### src/rtl/square_seq_if.sv
// Start/finish handshake and operand/result bus of the sequential squarer.
// The master issues requests and the slave (the squarer) answers them.
interface square_seq_if #(
  parameter int WIDTH = 16
);
  logic               init;
  logic [WIDTH-1:0]   A;
  logic [2*WIDTH-1:0] result;
  logic               busy;
  logic               done;

  modport master (output init, A, input result, busy, done);
  modport slave  (input init, A, output result, busy, done);
endinterface

### src/rtl/square_seq.sv
// Shift-add squarer: result = A*A, one multiplier bit per cycle, fixed latency.
// Its init/done handshake matches the iterative root core, so both fit the same wrapper.
module square_seq #(
  parameter int WIDTH = 16
) (
  input  logic        clk,
  input  logic        rst,
  square_seq_if.slave bus
);
  localparam int CW = $clog2(WIDTH + 1);

  typedef enum logic [1:0] {IDLE, LOAD, ITER, DONE} state_e;

  state_e             state_q, state_d;
  logic [WIDTH-1:0]   op_q, op_d;
  logic [2*WIDTH-1:0] mcand_q, mcand_d;
  logic [WIDTH-1:0]   mplier_q, mplier_d;
  logic [2*WIDTH-1:0] acc_q, acc_d;
  logic [CW-1:0]      count_q, count_d;
  logic [2*WIDTH-1:0] result_q, result_d;
  logic               busy_q, busy_d;
  logic               done_q, done_d;

  always_comb begin
    state_d  = state_q;
    op_d     = op_q;
    mcand_d  = mcand_q;
    mplier_d = mplier_q;
    acc_d    = acc_q;
    count_d  = count_q;
    result_d = result_q;
    case (state_q)
      IDLE: begin
        if (bus.init) begin
          op_d    = bus.A;
          state_d = LOAD;
        end
      end
      LOAD: begin
        mcand_d  = {{WIDTH{1'b0}}, op_q};
        mplier_d = op_q;
        acc_d    = '0;
        count_d  = CW'(WIDTH);
        state_d  = ITER;
      end
      ITER: begin
        // Partial products of A*A never exceed 2*WIDTH bits, so no carry is lost.
        if (mplier_q[0]) acc_d = acc_q + mcand_q;
        mcand_d  = mcand_q << 1;
        mplier_d = mplier_q >> 1;
        count_d  = count_q - CW'(1);
        if (count_d == '0) begin
          result_d = acc_d;
          state_d  = DONE;
        end
      end
      DONE:    state_d = IDLE;
      default: state_d = IDLE;
    endcase
    // Status outputs are registered alongside the state they describe.
    busy_d = (state_d != IDLE);
    done_d = (state_d == DONE);
  end

  always_ff @(posedge clk) begin
    if (rst) begin
      state_q  <= IDLE;
      op_q     <= '0;
      mcand_q  <= '0;
      mplier_q <= '0;
      acc_q    <= '0;
      count_q  <= '0;
      result_q <= '0;
      busy_q   <= 1'b0;
      done_q   <= 1'b0;
    end else begin
      state_q  <= state_d;
      op_q     <= op_d;
      mcand_q  <= mcand_d;
      mplier_q <= mplier_d;
      acc_q    <= acc_d;
      count_q  <= count_d;
      result_q <= result_d;
      busy_q   <= busy_d;
      done_q   <= done_d;
    end
  end

  assign bus.result = result_q;
  assign bus.busy   = busy_q;
  assign bus.done   = done_q;
endmodule

### src/flat_wrapper.sv
// flat-port wrapper written by rule: the top's interface ports become plain ports
module square_seq_flat 
#(
  parameter int WIDTH = 16
)
  (clk, rst, bus_init, bus_A, bus_result, bus_busy, bus_done);
  square_seq_if #(.WIDTH(WIDTH)) bus_i ();
  input  logic clk;
  input  logic rst;
  input wire logic [$bits(bus_i.init)-1:0] bus_init;
  input wire logic [$bits(bus_i.A)-1:0] bus_A;
  output wire logic [$bits(bus_i.result)-1:0] bus_result;
  output wire logic [$bits(bus_i.busy)-1:0] bus_busy;
  output wire logic [$bits(bus_i.done)-1:0] bus_done;
  assign bus_i.init = bus_init;
  assign bus_i.A = bus_A;
  assign bus_result = bus_i.result;
  assign bus_busy = bus_i.busy;
  assign bus_done = bus_i.done;
  square_seq #(.WIDTH(WIDTH)) u_core (.clk(clk), .rst(rst), .bus(bus_i));
endmodule
### config.mk
export PLATFORM = sky130hd
export DESIGN_NAME = square_seq_flat
export DESIGN_NICKNAME = d
export VERILOG_FILES = /design/src/rtl/square_seq_if.sv /design/src/rtl/square_seq.sv /design/src/flat_wrapper.sv
export SDC_FILE = /design/constraint.sdc
export NUM_CORES = 1
export LEC_CHECK = 0
export ABC_AREA = 1
export CORE_ASPECT_RATIO = 0.7
export CORE_MARGIN = 1.5
export CORE_UTILIZATION = 49
export DETAILED_ROUTE_END_ITERATION = 8
export HOLD_SLACK_MARGIN = 0.1
export PLACE_DENSITY = 0.68
export SLEW_MARGIN = 20
export SYNTH_ARGS = -nofsm -noshare
export SYNTH_HDL_FRONTEND = slang
export SYNTH_SLANG_ARGS = --single-unit
### constraint.sdc
create_clock -name clk -period 3 [get_ports clk]
set_clock_uncertainty 0.15 [all_clocks]
set_input_delay 0.6 -clock clk [delete_from_list [all_inputs] [get_ports clk]]
set_output_delay 0.6 -clock clk [all_outputs]
set_load 0.005 [all_outputs]
-- Word-level counts from Yosys, hierarchy flattened
Index checks and enable logic that the tools add are counted.
- bits in registers: 137
- latch bits: 0
- bits in writable memories: 0
- memory bits (read-only): 0
- bits of input ports: 19
- logic and storage cells: 29
- memories: 0
- $add $sub $neg: 2
- $mul: 0
- div/mod/pow operators: 0
- magnitude comparators: 0
- eq/ne operators: 4
- shift-type cells: 0
- muxes and demuxes: 8
- bitwise operators: 0
- reductions and logical operators: 6
- operators by type and width (cell ; number):
    $pmux 32 s2 ; 2
    $add 32x32->32 ; 1
    $mux 32 ; 1
    $pmux 16 s2 ; 1
    $pmux 5 s2 ; 1
    $pmux 2 s4 ; 1
    $eq 2x2->1 const B ; 3
    $logic_not 5->1 ; 1
    $sub 5x1->5 const B ; 1
    $mux 2 ; 2
    $reduce_and 2->1 ; 2
    $reduce_bool 2->1 ; 2
    $eq 2x1->1 const B ; 1
    $logic_not 2->1 ; 1

-- Depth between registers and ports, before layout
Gate-level depths: netlist of the first run.
- word-level depth: 5
- gate-level depth with buffers: 16

-- Least setup slack after synthesis of the first run
OpenSTA, ideal clock, no wires.
- kind: flip-flop to flip-flop
- from: register u_core.acc_q[0]
- to: register u_core.result_q[24] (netlist: u_core.bus.result[24])
- setup time: 109 ps
- arrival time: 1818 ps
- data required time: 2741 ps
- slack: 923 ps
- stages on the path, launching flop included: 17
- path buffers: 0
- cells stage by stage: dfxtp_1 > ha_1 > fa_1 > nand3_1 > nand3_1 > nand2_1 > nand2_1 > nand2_1 > nand2_1 > nand2_1 > nand2_1 > nand2_1 > nand3_1 > nand2_1 > nand2_1 > nand2_1 > inv_1
- word-level cells in the longest chain between the ends: 2
- ends and longest elaborated chain (what ; RTL line ; source):
    start: declaration ; square_seq.sv:18 ; logic [2*WIDTH-1:0] acc_q, acc_d;
    start signal: assignment ; square_seq.sv:71 ; acc_q <= '0;
    start signal: assignment ; square_seq.sv:81 ; acc_q <= acc_d;
    $add 32x32->32 ; square_seq.sv:48 ; if (mplier_q[0]) acc_d = acc_q + mcand_q;
    $mux 32 ; square_seq.sv:48 ;
    end signal: assignment ; square_seq.sv:83 ; result_q <= result_d;
    end: declaration ; square_seq.sv:20 ; logic [2*WIDTH-1:0] result_q, result_d;
No other way between the ends.
A chain may end at the register's enable or synchronous reset.

-- Worst setup path after layout of the first run
- from: register u_core.count_q[0]
- to: register u_core.result_q[9] (netlist: u_core.bus.result[9])
- word-level cells in the longest chain between the ends: 3
- ends and longest elaborated chain (what ; RTL line ; source):
    start: declaration ; square_seq.sv:19 ; logic [CW-1:0] count_q, count_d;
    start signal: assignment ; square_seq.sv:82 ; count_q <= count_d;
    $sub 5x1->5 ; square_seq.sv:51 ; count_d = count_q - CW'(1);
    $logic_not 5->1 ; square_seq.sv:52 ; if (count_d == '0) begin
    $reduce_and 2->1 (no source line) ; - ;
No other way between the ends.

==> results of run 1 <==
## per-stage QoR
stage               instance area [sq um]  total power, mW  utilization (%)  worst slack, ns  hold slack, ns
global route                         9190             4.80             58.5            0.376           0.351
CTS                                  9190             4.63             58.5            0.607           0.315
finish                               9190             4.60             58.5            0.631           0.316
detailed placement                   8620             2.60             54.9            0.650           0.305
floorplan                            7980             2.42                -            0.923           0.295
global placement                     8620             2.59             54.9            0.710           0.304
## placed cells by master (no fill, tap or decap), types with 18 or more instances in the layout
cell type,synthesis,final
dfxtp_1,137,137
o22ai_1,27,27
nor2_1,126,126
nand3_1,70,70
clkdlybuf4s50_1,0,51
nand2_1,446,446
a21oi_1,70,70
inv_1,192,192
ha_1,36,36
o21ai_0,33,33
o21ai_1,18,18
## power groups by stage
stage / Combinational, mW / Clock [mW] / Sequential (mW)
final: 0.603 / 2.04 / 1.95
after global routing: 0.685 / 2.15 / 1.96
after CTS: 0.606 / 2.07 / 1.95
after detailed placement: 0.603 / 0 / 1.99
after global placement: 0.596 / 0 / 1.99
after floorplan: 0.446 / 0 / 1.98
## flip-flops by register name, summed over array words and instances, names as in the netlist
| name | cells |
|---|---|
| u_core.op_q | 16 |
| u_core.bus.result | 32 |
| u_core.state_q | 2 |
| u_core.mplier_q | 16 |
| u_core.mcand_q | 32 |
| u_core.acc_q | 32 |
| u_core.bus.done | 1 |
| u_core.bus.busy | 1 |
| u_core.count_q | 5 |
## logic make-up (layout without fill, tap and decap cells)
kind of cell | after synthesis | after routing | synth area share [%]
XOR/XNOR | 18 | 18 | 1.97
AND/OR/NAND/NOR | 675 | 675 | 34.2
AO/OA/AOI/OAI | 166 | 166 | 11.4
flip-flops | 137 | 137 | 34.4
buffers and inverters | 246 | 294 | 12.1
adder cells (fa/ha/maj) | 37 | 37 | 5.89
## routing by layer
metal	vias up	share of wire, %	global-route usage, %
li1	4034	-	-
met1	3349	53	37.2
met2	186	39	35.9
met3	15	6.7	4.69
met4	0	0.95	6.94
met5	-	0	0
## synth_stat cells, types with 2 or more instances
cell type | count | area (sq um)
a21o_1 | 5 | 37.5
a21oi_1 | 70 | 350
a31oi_1 | 3 | 18.8
and2_1 | 2 | 12.5
buf_1 | 2 | 7.51
buf_2 | 5 | 25.0
buf_6 | 5 | 56.3
clkbuf_1 | 37 | 139
clkinv_1 | 2 | 7.51
dfxtp_1 | 137 | 2740
ha_1 | 36 | 450
inv_1 | 192 | 721
inv_2 | 3 | 11.3
nand2_1 | 446 | 1670
nand3_1 | 70 | 350
nand3_2 | 4 | 40.0
nand3b_1 | 3 | 22.5
nor2_1 | 126 | 473
nor3_1 | 4 | 20.0
o211ai_1 | 2 | 15.0
o21ai_0 | 33 | 165
o21ai_1 | 18 | 90.1
o21ai_2 | 2 | 17.5
o221ai_1 | 2 | 17.5
o22ai_1 | 27 | 169
or2_2 | 16 | 100
xnor2_1 | 17 | 149
## layout make-up
type                            instances  area [sq um]  area share [%]
Timing Repair Buffer                   65           613            6.67
Multi-Input combinational cell        896          4270            46.5
Tap cell                              200           250            2.72
Inverter                              197           739            8.05
Sequential cell                       137          2740            29.9
Clock buffer                           18           439            4.78
Clock inverter                         14           128            1.39
## worst max path at each step
stage	to	from	depth (start not counted)	slack (ns)
final	u_core.bus.result[9]	u_core.count_q[0]	10	0.63
after global routing	u_core.bus.result[18]	u_core.count_q[0]	12	0.38
after CTS	u_core.bus.result[9]	u_core.count_q[0]	10	0.61
after detailed placement	u_core.bus.result[9]	u_core.count_q[0]	10	0.65
after global placement	u_core.bus.result[18]	u_core.count_q[0]	10	0.71
after floorplan	u_core.bus.result[24]	u_core.acc_q[0]	16	0.92
## critical path, cell delays in order, from the launching register on
cell and delay, ns:
dfxtp_1 0.31, inv_1 0.12, ha_1 0.22, nand3_2 0.10
xnor2_1 0.16, nor2_2 0.11, nand3_2 0.14, nor2_8 0.48
inv_2 0.22, o21ai_1 0.17, inv_1 0.05
==> results.json, run 1 <==
{
  "synthArstFlopShare_pct": 0,
  "synth_cell_types": 37,
  "drt_wl_total_um": 19900,
  "switchingPower_mw": 1.38,
  "combPwrFrac_pct": 13.1,
  "syn_area_sq_um": 7980,
  "drive_above_1_share_pct": 5.73,
  "syn_inst": 1279,
  "syn2layout_area_growth_pct": 15.1,
  "powerDensity_nw_per_um2": 501,
  "start_util_pct": 50.9,
  "core_area_sq_um": 15700,
  "period_share_pct": 79.0,
  "hp-class": "register to register",
  "avgRoutedWirePerCell_um": 13.0,
  "clock-root-buffer": "clkbuf_16",
  "sequentialPowerShare_pct": 42.5,
  "cp_max_fo": 34,
  "cts_hold_buf": 0,
  "seq_area_frac_synth_pct": 34.4,
  "drc": 0,
  "internal_power_mw": 3.22,
  "fp.dieH_um": 110,
  "ff2ff_setup_slack_ns": 0.63,
  "viasPerCell": 4.97,
  "antenna_cells": 0,
  "syn_nets": 1335,
  "port-buffer-count": 52,
  "yosys_warnings": 0,
  "end_kind": "register",
  "fin_tns_setup_ns": 0,
  "clock_latency_ns": 0.44,
  "cp-start-kind": "register",
  "ant_nets": 0,
  "report.final.hold_viol_count": 0,
  "swShare_pct": 30.1,
  "synth-edff-count": 0,
  "clk_path_buf_depth": 2,
  "worst_slew_pin_slew_ns": 0.864,
  "grt_pass1_wl_um": 33200,
  "final_nets": 1370,
  "antenna_found_initial": 0,
  "clkPwrFrac_pct": 44.4,
  "cts_sinks": 137,
  "holdPathStages": 2,
  "first_global_vias": 6658,
  "dieArea_sq_um": 17100,
  "grt_overflow": 0,
  "min_to": "u_core.mplier_q[15]",
  "cts_setup_buffers": 0,
  "max_freq_ghz": 0.422,
  "placed_cells": 1495,
  "drt_iter0_markers": 597,
  "crit_type": "register to register",
  "fill_cells": 1572,
  "synth_seq_cells": 137,
  "cts_tree": "yes",
  "syn_area_per_cell_sq_um": 6.24,
  "grtUsageTotal_pct": 24.8,
  "peakVddDrop_mv": 0.319,
  "leakagePower_nw": 4.48,
  "min_from": "u_core.mplier_q[15]",
  "gp_congestion": 0.928,
  "drv_slew": 0,
  "rows": 38,
  "dp_hpwl_um": 14500,
  "reg2regPathDepth": 10,
  "fin_crit_ns": 2.37,
  "cts_resized": 0,
  "grt_setup_unrepaired": "false",
  "clk_pin_slew_ns": 0.06,
  "status": "completed",
  "htree_levels": 4,
  "cp.arrival_ns": 2.55,
  "vias": 7584,
  "synthFlopType": "dfxtp_1",
  "die_w_um": 156,
  "maxSlewHeadroom_pct": 42.4,
  "instances_no_fill": 1527,
  "cts_buffers": 17,
  "r2r_end": "u_core.bus.result[9]",
  "maxCapViolations": 0,
  "grt_max_degree": 79,
  "drtPass1Iterations": 7,
  "r2r-start": "u_core.count_q[0]",
  "crit_required_ns": 3.18,
  "pin_count": 53,
  "setup_viol": 0
}
Power figures use the tool's default switching activity.
==> run 2, diff against run 1 <==
==> constraint.sdc (replaced) <==
create_clock -name clk -period 2.25 [get_ports clk]
set_clock_uncertainty 0.15 [all_clocks]
set_input_delay 0.45 -clock clk [delete_from_list [all_inputs] [get_ports clk]]
set_output_delay 0.45 -clock clk [all_outputs]
set_load 0.005 [all_outputs]
==> results.json, run 2 (synthesized netlist as in run 1, its figures left out) <==
{
  "antenna_found_initial": 0,
  "cts_tree": "yes",
  "clock-root-buffer": "clkbuf_16",
  "combPwrFrac_pct": 14.2,
  "antenna_cells": 0,
  "instances_no_fill": 1557,
  "dieArea_sq_um": 17100,
  "hp-class": "register to register",
  "cts_hold_buf": 0,
  "viasPerCell": 5.05,
  "grt_setup_unrepaired": "true",
  "crit_start": "u_core.mcand_q[5]",
  "report.final.hold_viol_count": 0,
  "powerDensity_nw_per_um2": 614,
  "end_kind": "register",
  "drt_iter0_markers": 678,
  "grt_overflow": 0,
  "grt_pass1_wl_um": 34700,
  "grtUsageTotal_pct": 26.1,
  "first_global_vias": 6914,
  "fp.dieH_um": 110,
  "clock_latency_ns": 0.44,
  "switchingPower_mw": 1.84,
  "die_w_um": 156,
  "cp_max_fo": 3,
  "grt_max_degree": 79,
  "clkPwrFrac_pct": 43.3,
  "gp_congestion": 0.928,
  "hold_slack_ns": 0.323,
  "drive_above_1_share_pct": 16.7,
  "layout_setup_ws_ns": 0.0618,
  "peakVddDrop_mv": 0.383,
  "layout_common_cells": "nand2_1 (413), inv_1 (191), nor2_1 (113)",
  "cp-start-kind": "register",
  "pre_cts_ws_ns": -0.0209,
  "maxSlewHeadroom_pct": 56.4,
  "leakagePower_nw": 4.67,
  "ant_nets": 0,
  "crit_required_ns": 2.46,
  "vias": 7866,
  "drtPass1Iterations": 5,
  "port-buffer-count": 52,
  "sequentialPowerShare_pct": 42.5,
  "min_from": "u_core.mplier_q[15]",
  "syn2layout_area_growth_pct": 25.5,
  "crit_type": "register to register",
  "cp.arrival_ns": 2.40,
  "pin_count": 53,
  "cts_buffers": 17,
  "fin_crit_ns": 2.19,
  "period_share_pct": 97.3,
  "htree_levels": 4,
  "dp_hpwl_um": 15000,
  "max_freq_ghz": 0.457,
  "clk_pin_slew_ns": 0.07,
  "avgRoutedWirePerCell_um": 13.9,
  "start_util_pct": 50.9,
  "maxCapViolations": 0,
  "drc": 0,
  "rows": 38,
  "placed_cells": 1518,
  "worst_slew_pin_slew_ns": 0.654,
  "setup_viol": 0,
  "clk_path_buf_depth": 2,
  "internal_power_mw": 4.31,
  "swShare_pct": 29.9,
  "final_common_cell": "nand2_1",
  "status": "completed",
  "drt_wl_total_um": 21700,
  "core_area_sq_um": 15700,
  "cts_sinks": 137,
  "r2r-start": "u_core.mcand_q[5]",
  "drv_slew": 0,
  "final_nets": 1401
}
==> run 2: routing by layer <==
layer  up-vias  GRT usage, %  wire, um  part of all wire (%)
met5         -             0         0                     0
met1      3513          39.9     11100                    51
met2       241          36.8      8740                    40
met3        21          4.26      1600                   7.4
li1       4091             -         -                     -
met4         0          7.89       246                   1.1
==> run 2: final cells by class <==
cell class                      count  area, sq um
Clock buffer                       18          439
Clock inverter                     13          110
Timing Repair Buffer               96          937
Tap cell                          200          250
Fill cell                        1469         5670
Multi-Input combinational cell    896         4760
Sequential cell                   137         2780
Inverter                          197          739
==> run 2: timing repair <==
item	CTS	global route
gates resized for setup	4	129
endpoints found under the setup margin	6	88
pin swaps	2	23
gates cloned	0	0
setup buffers	1	7
==> run 2: worst paths after layout <==
check                        end  depth (start not counted)  slack, ns
max             u_core.acc_q[18]                         15       0.06
min reg2reg  u_core.mplier_q[15]                          2       0.32
max reg2reg     u_core.acc_q[18]                         15       0.06
min          u_core.mplier_q[15]                          2       0.32
==> run 2: critical path, cell delays in order, from the launching register on <==
cell	delay [ns]
dfxtp_4	0.36
ha_4	0.24
buf_4	0.13
nand2_1	0.06
nand2_2	0.08
inv_2	0.08
nand2_1	0.05
nand2_1	0.05
nand3b_1	0.23
nand2_1	0.18
nand2_1	0.06
nand2_1	0.06
nand3_1	0.10
nand2_2	0.11
nand2_1	0.05
a21oi_1	0.12
==> run 2: power groups by stage <==
stage	Sequential (mW)	Combinational [mW]	Clock, mW
CTS	2.60	0.831	2.70
global route	2.62	0.983	2.80
detailed placement	2.65	0.821	0
global placement	2.65	0.814	0
finish	2.61	0.874	2.67
floorplan	2.63	0.595	0
==> run 2: metrics by stage <==
step                util (%)  instance area [sq um]  power [mW]  setup TNS, ns
finish                  63.8                  10000        6.15              0
global route            63.8                  10000        6.40         -0.678
CTS                     60.0                   9420        6.13              0
detailed placement      56.4                   8850        3.47        -0.0209
global placement        56.4                   8850        3.47              0
floorplan                  -                   7980        3.23              0
==> run 3, diff against run 2 <==
--- a/config.mk
+++ b/config.mk
@@ -6,12 +6,13 @@
 export NUM_CORES = 1
 export LEC_CHECK = 0
 export ABC_AREA = 1
-export CORE_ASPECT_RATIO = 0.7
+export CORE_ASPECT_RATIO = 1.75
 export CORE_MARGIN = 1.5
 export CORE_UTILIZATION = 49
 export DETAILED_ROUTE_END_ITERATION = 8
 export HOLD_SLACK_MARGIN = 0.1
 export PLACE_DENSITY = 0.68
+export RECOVER_POWER = 50
 export SLEW_MARGIN = 20
 export SYNTH_ARGS = -nofsm -noshare
 export SYNTH_HDL_FRONTEND = slang
==> results.json, run 3 (synthesized netlist as in run 1, its figures left out) <==
{
  "status": "completed",
  "vias": 7861,
  "htree_levels": 4,
  "antenna_found_initial": 0,
  "drt_iter0_markers": 261,
  "clk_pin_slew_ns": 0.05,
  "grtUsageTotal_pct": 25.8,
  "die_w_um": 99.5,
  "report.final.hold_viol_count": 0,
  "powerDensity_nw_per_um2": 635,
  "grt_pass1_wl_um": 34300,
  "grt-busiest-layer": "met2",
  "layout_common_cells": "nand2_1 (431), inv_1 (191), dfxtp_1 (122)",
  "start_util_pct": 50.0,
  "rows": 61,
  "dieArea_sq_um": 17100,
  "core_area_sq_um": 16000,
  "finalPower_mw": 6.23,
  "grt_use_met1_pct": 24.7,
  "fin_crit_ns": 2.17,
  "placed_cells": 1506,
  "viasPerCell": 5.10,
  "drc": 0,
  "pin_count": 53,
  "hold_slack_ns": 0.315,
  "antenna_cells": 0,
  "drt_wl_total_um": 21500,
  "clock_latency_ns": 0.43,
  "fill_cells": 1505,
  "use_met3_pct": 4.02,
  "final_common_cell": "nand2_1",
  "fp.dieH_um": 172,
  "grt_max_degree": 79,
  "final-seq-area_sq_um": 2760,
  "grt_overflow": 0,
  "maxSlewHeadroom_pct": 54.0,
  "drtPass1Iterations": 5,
  "end_kind": "register",
  "cpPeakStageDelay_ns": 0.40,
  "instances_no_fill": 1540,
  "clock-root-buffer": "clkbuf_16",
  "clk_path_buf_depth": 2,
  "cts_sinks": 137,
  "fin_tns_setup_ns": 0,
  "first_global_vias": 7431,
  "cts_tree": "yes",
  "dp_hpwl_um": 15400,
  "setup_viol": 0,
  "crit_slowest_cell": "fa_2",
  "finalInstanceArea_sq_um": 9800,
  "port-buffer-count": 52,
  "multi_input_area_sq_um": 4630,
  "max_freq_ghz": 0.461,
  "cp-start-kind": "register",
  "leakagePower_nw": 4.71,
  "drive_above_1_share_pct": 12.9,
  "drv_slew": 0,
  "worst_slew_pin_slew_ns": 0.690,
  "cp_max_fo": 5,
  "hp-class": "input port to register",
  "cp.arrival_ns": 2.33,
  "grt_setup_unrepaired": "true",
  "path_cells": "ha_4 > fa_2 > nand3_2 > nand3_2 > buf_4 > buf_4 > xnor2_1 > o21ai_1 > o21ai_1 > inv_1",
  "gp_congestion": 0.921,
  "cts_buffers": 17,
  "final_nets": 1395,
  "maxCapViolations": 0,
  "avgRoutedWirePerCell_um": 13.9,
  "syn2layout_area_growth_pct": 22.7,
  "grt_use_met2_pct": 49.2,
  "crit_required_ns": 2.41,
  "period_share_pct": 96.4,
  "crit_type": "register to register",
  "cp_num_buf_inv": 3,
  "crit_family": "adder cells",
  "ant_nets": 0,
  "dpl_cell_area_sq_um": 8810,
  "peakVddDrop_mv": 0.685
}
## run 3: cell count changes in the layout (fill, tap and decap cells not counted), sizes merged
cell and change:
clkinvlp -1, clkbuf +5, buf -9, bufinv +2, inv -7, clkinv +4, dlygate4sd3 +34, clkdlybuf4s50 -34
## run 3: through the flow
stage	utilization (%)	setup WS, ns
floorplan	-	0.173
global placement	55.2	0.0169
detailed placement	55.2	-0.0324
CTS	58.9	0.0262
global route	61.4	-0.0869
finish	61.4	0.0802
## run 3: area by class of cell
cell class              count  area share, %
clock inverters            11           1.26
multi-input cells         896           47.2
repair buffers             90           8.68
flip-flops and latches    137           28.2
well taps                 189           2.41
clock buffers              20           4.66
inverters                 197           7.55
## run 3: worst reg2reg max path, cell delays in order (launching register included)
cell and delay (ns):
dfxtp_2 0.34, ha_4 0.17, fa_2 0.40, nand3_2 0.08
nand3_2 0.09, buf_4 0.15, buf_4 0.12, xnor2_1 0.21
o21ai_1 0.14, o21ai_1 0.16, inv_1 0.04
## run 3: repair_timing
item                                    CTS  global route
setup buffers                             0             3
gates resized for setup                   1            85
hold buffers                              0             0
endpoints found under the setup margin    7            80
pin swaps                                 0            20
## run 3: layer usage
layer | vias to the layer above | wire [um]
li1 | 4075 | -
met1 | 3550 | 7820
met2 | 160 | 11600
met3 | 76 | 568
met4 | 0 | 1470
met5 | - | 0
## run 3: final timing paths
path,to,cells past startpoint,startpoint,slack (ns)
worst min-delay path,u_core.bus.result[2],4,rst,0.32
worst min register to register,u_core.mplier_q[15],2,u_core.mplier_q[15],0.32
worst max register to register,u_core.bus.result[4],10,u_core.mcand_q[0],0.08
worst max-delay path,u_core.bus.result[4],10,u_core.mcand_q[0],0.08
## run 3: where the power goes
| part | internal [mW] | switching, mW |
|---|---|---|
| clock | 1.68 | 1.08 |
| combinational | 0.300 | 0.560 |
| sequential | 2.54 | 0.0681 |
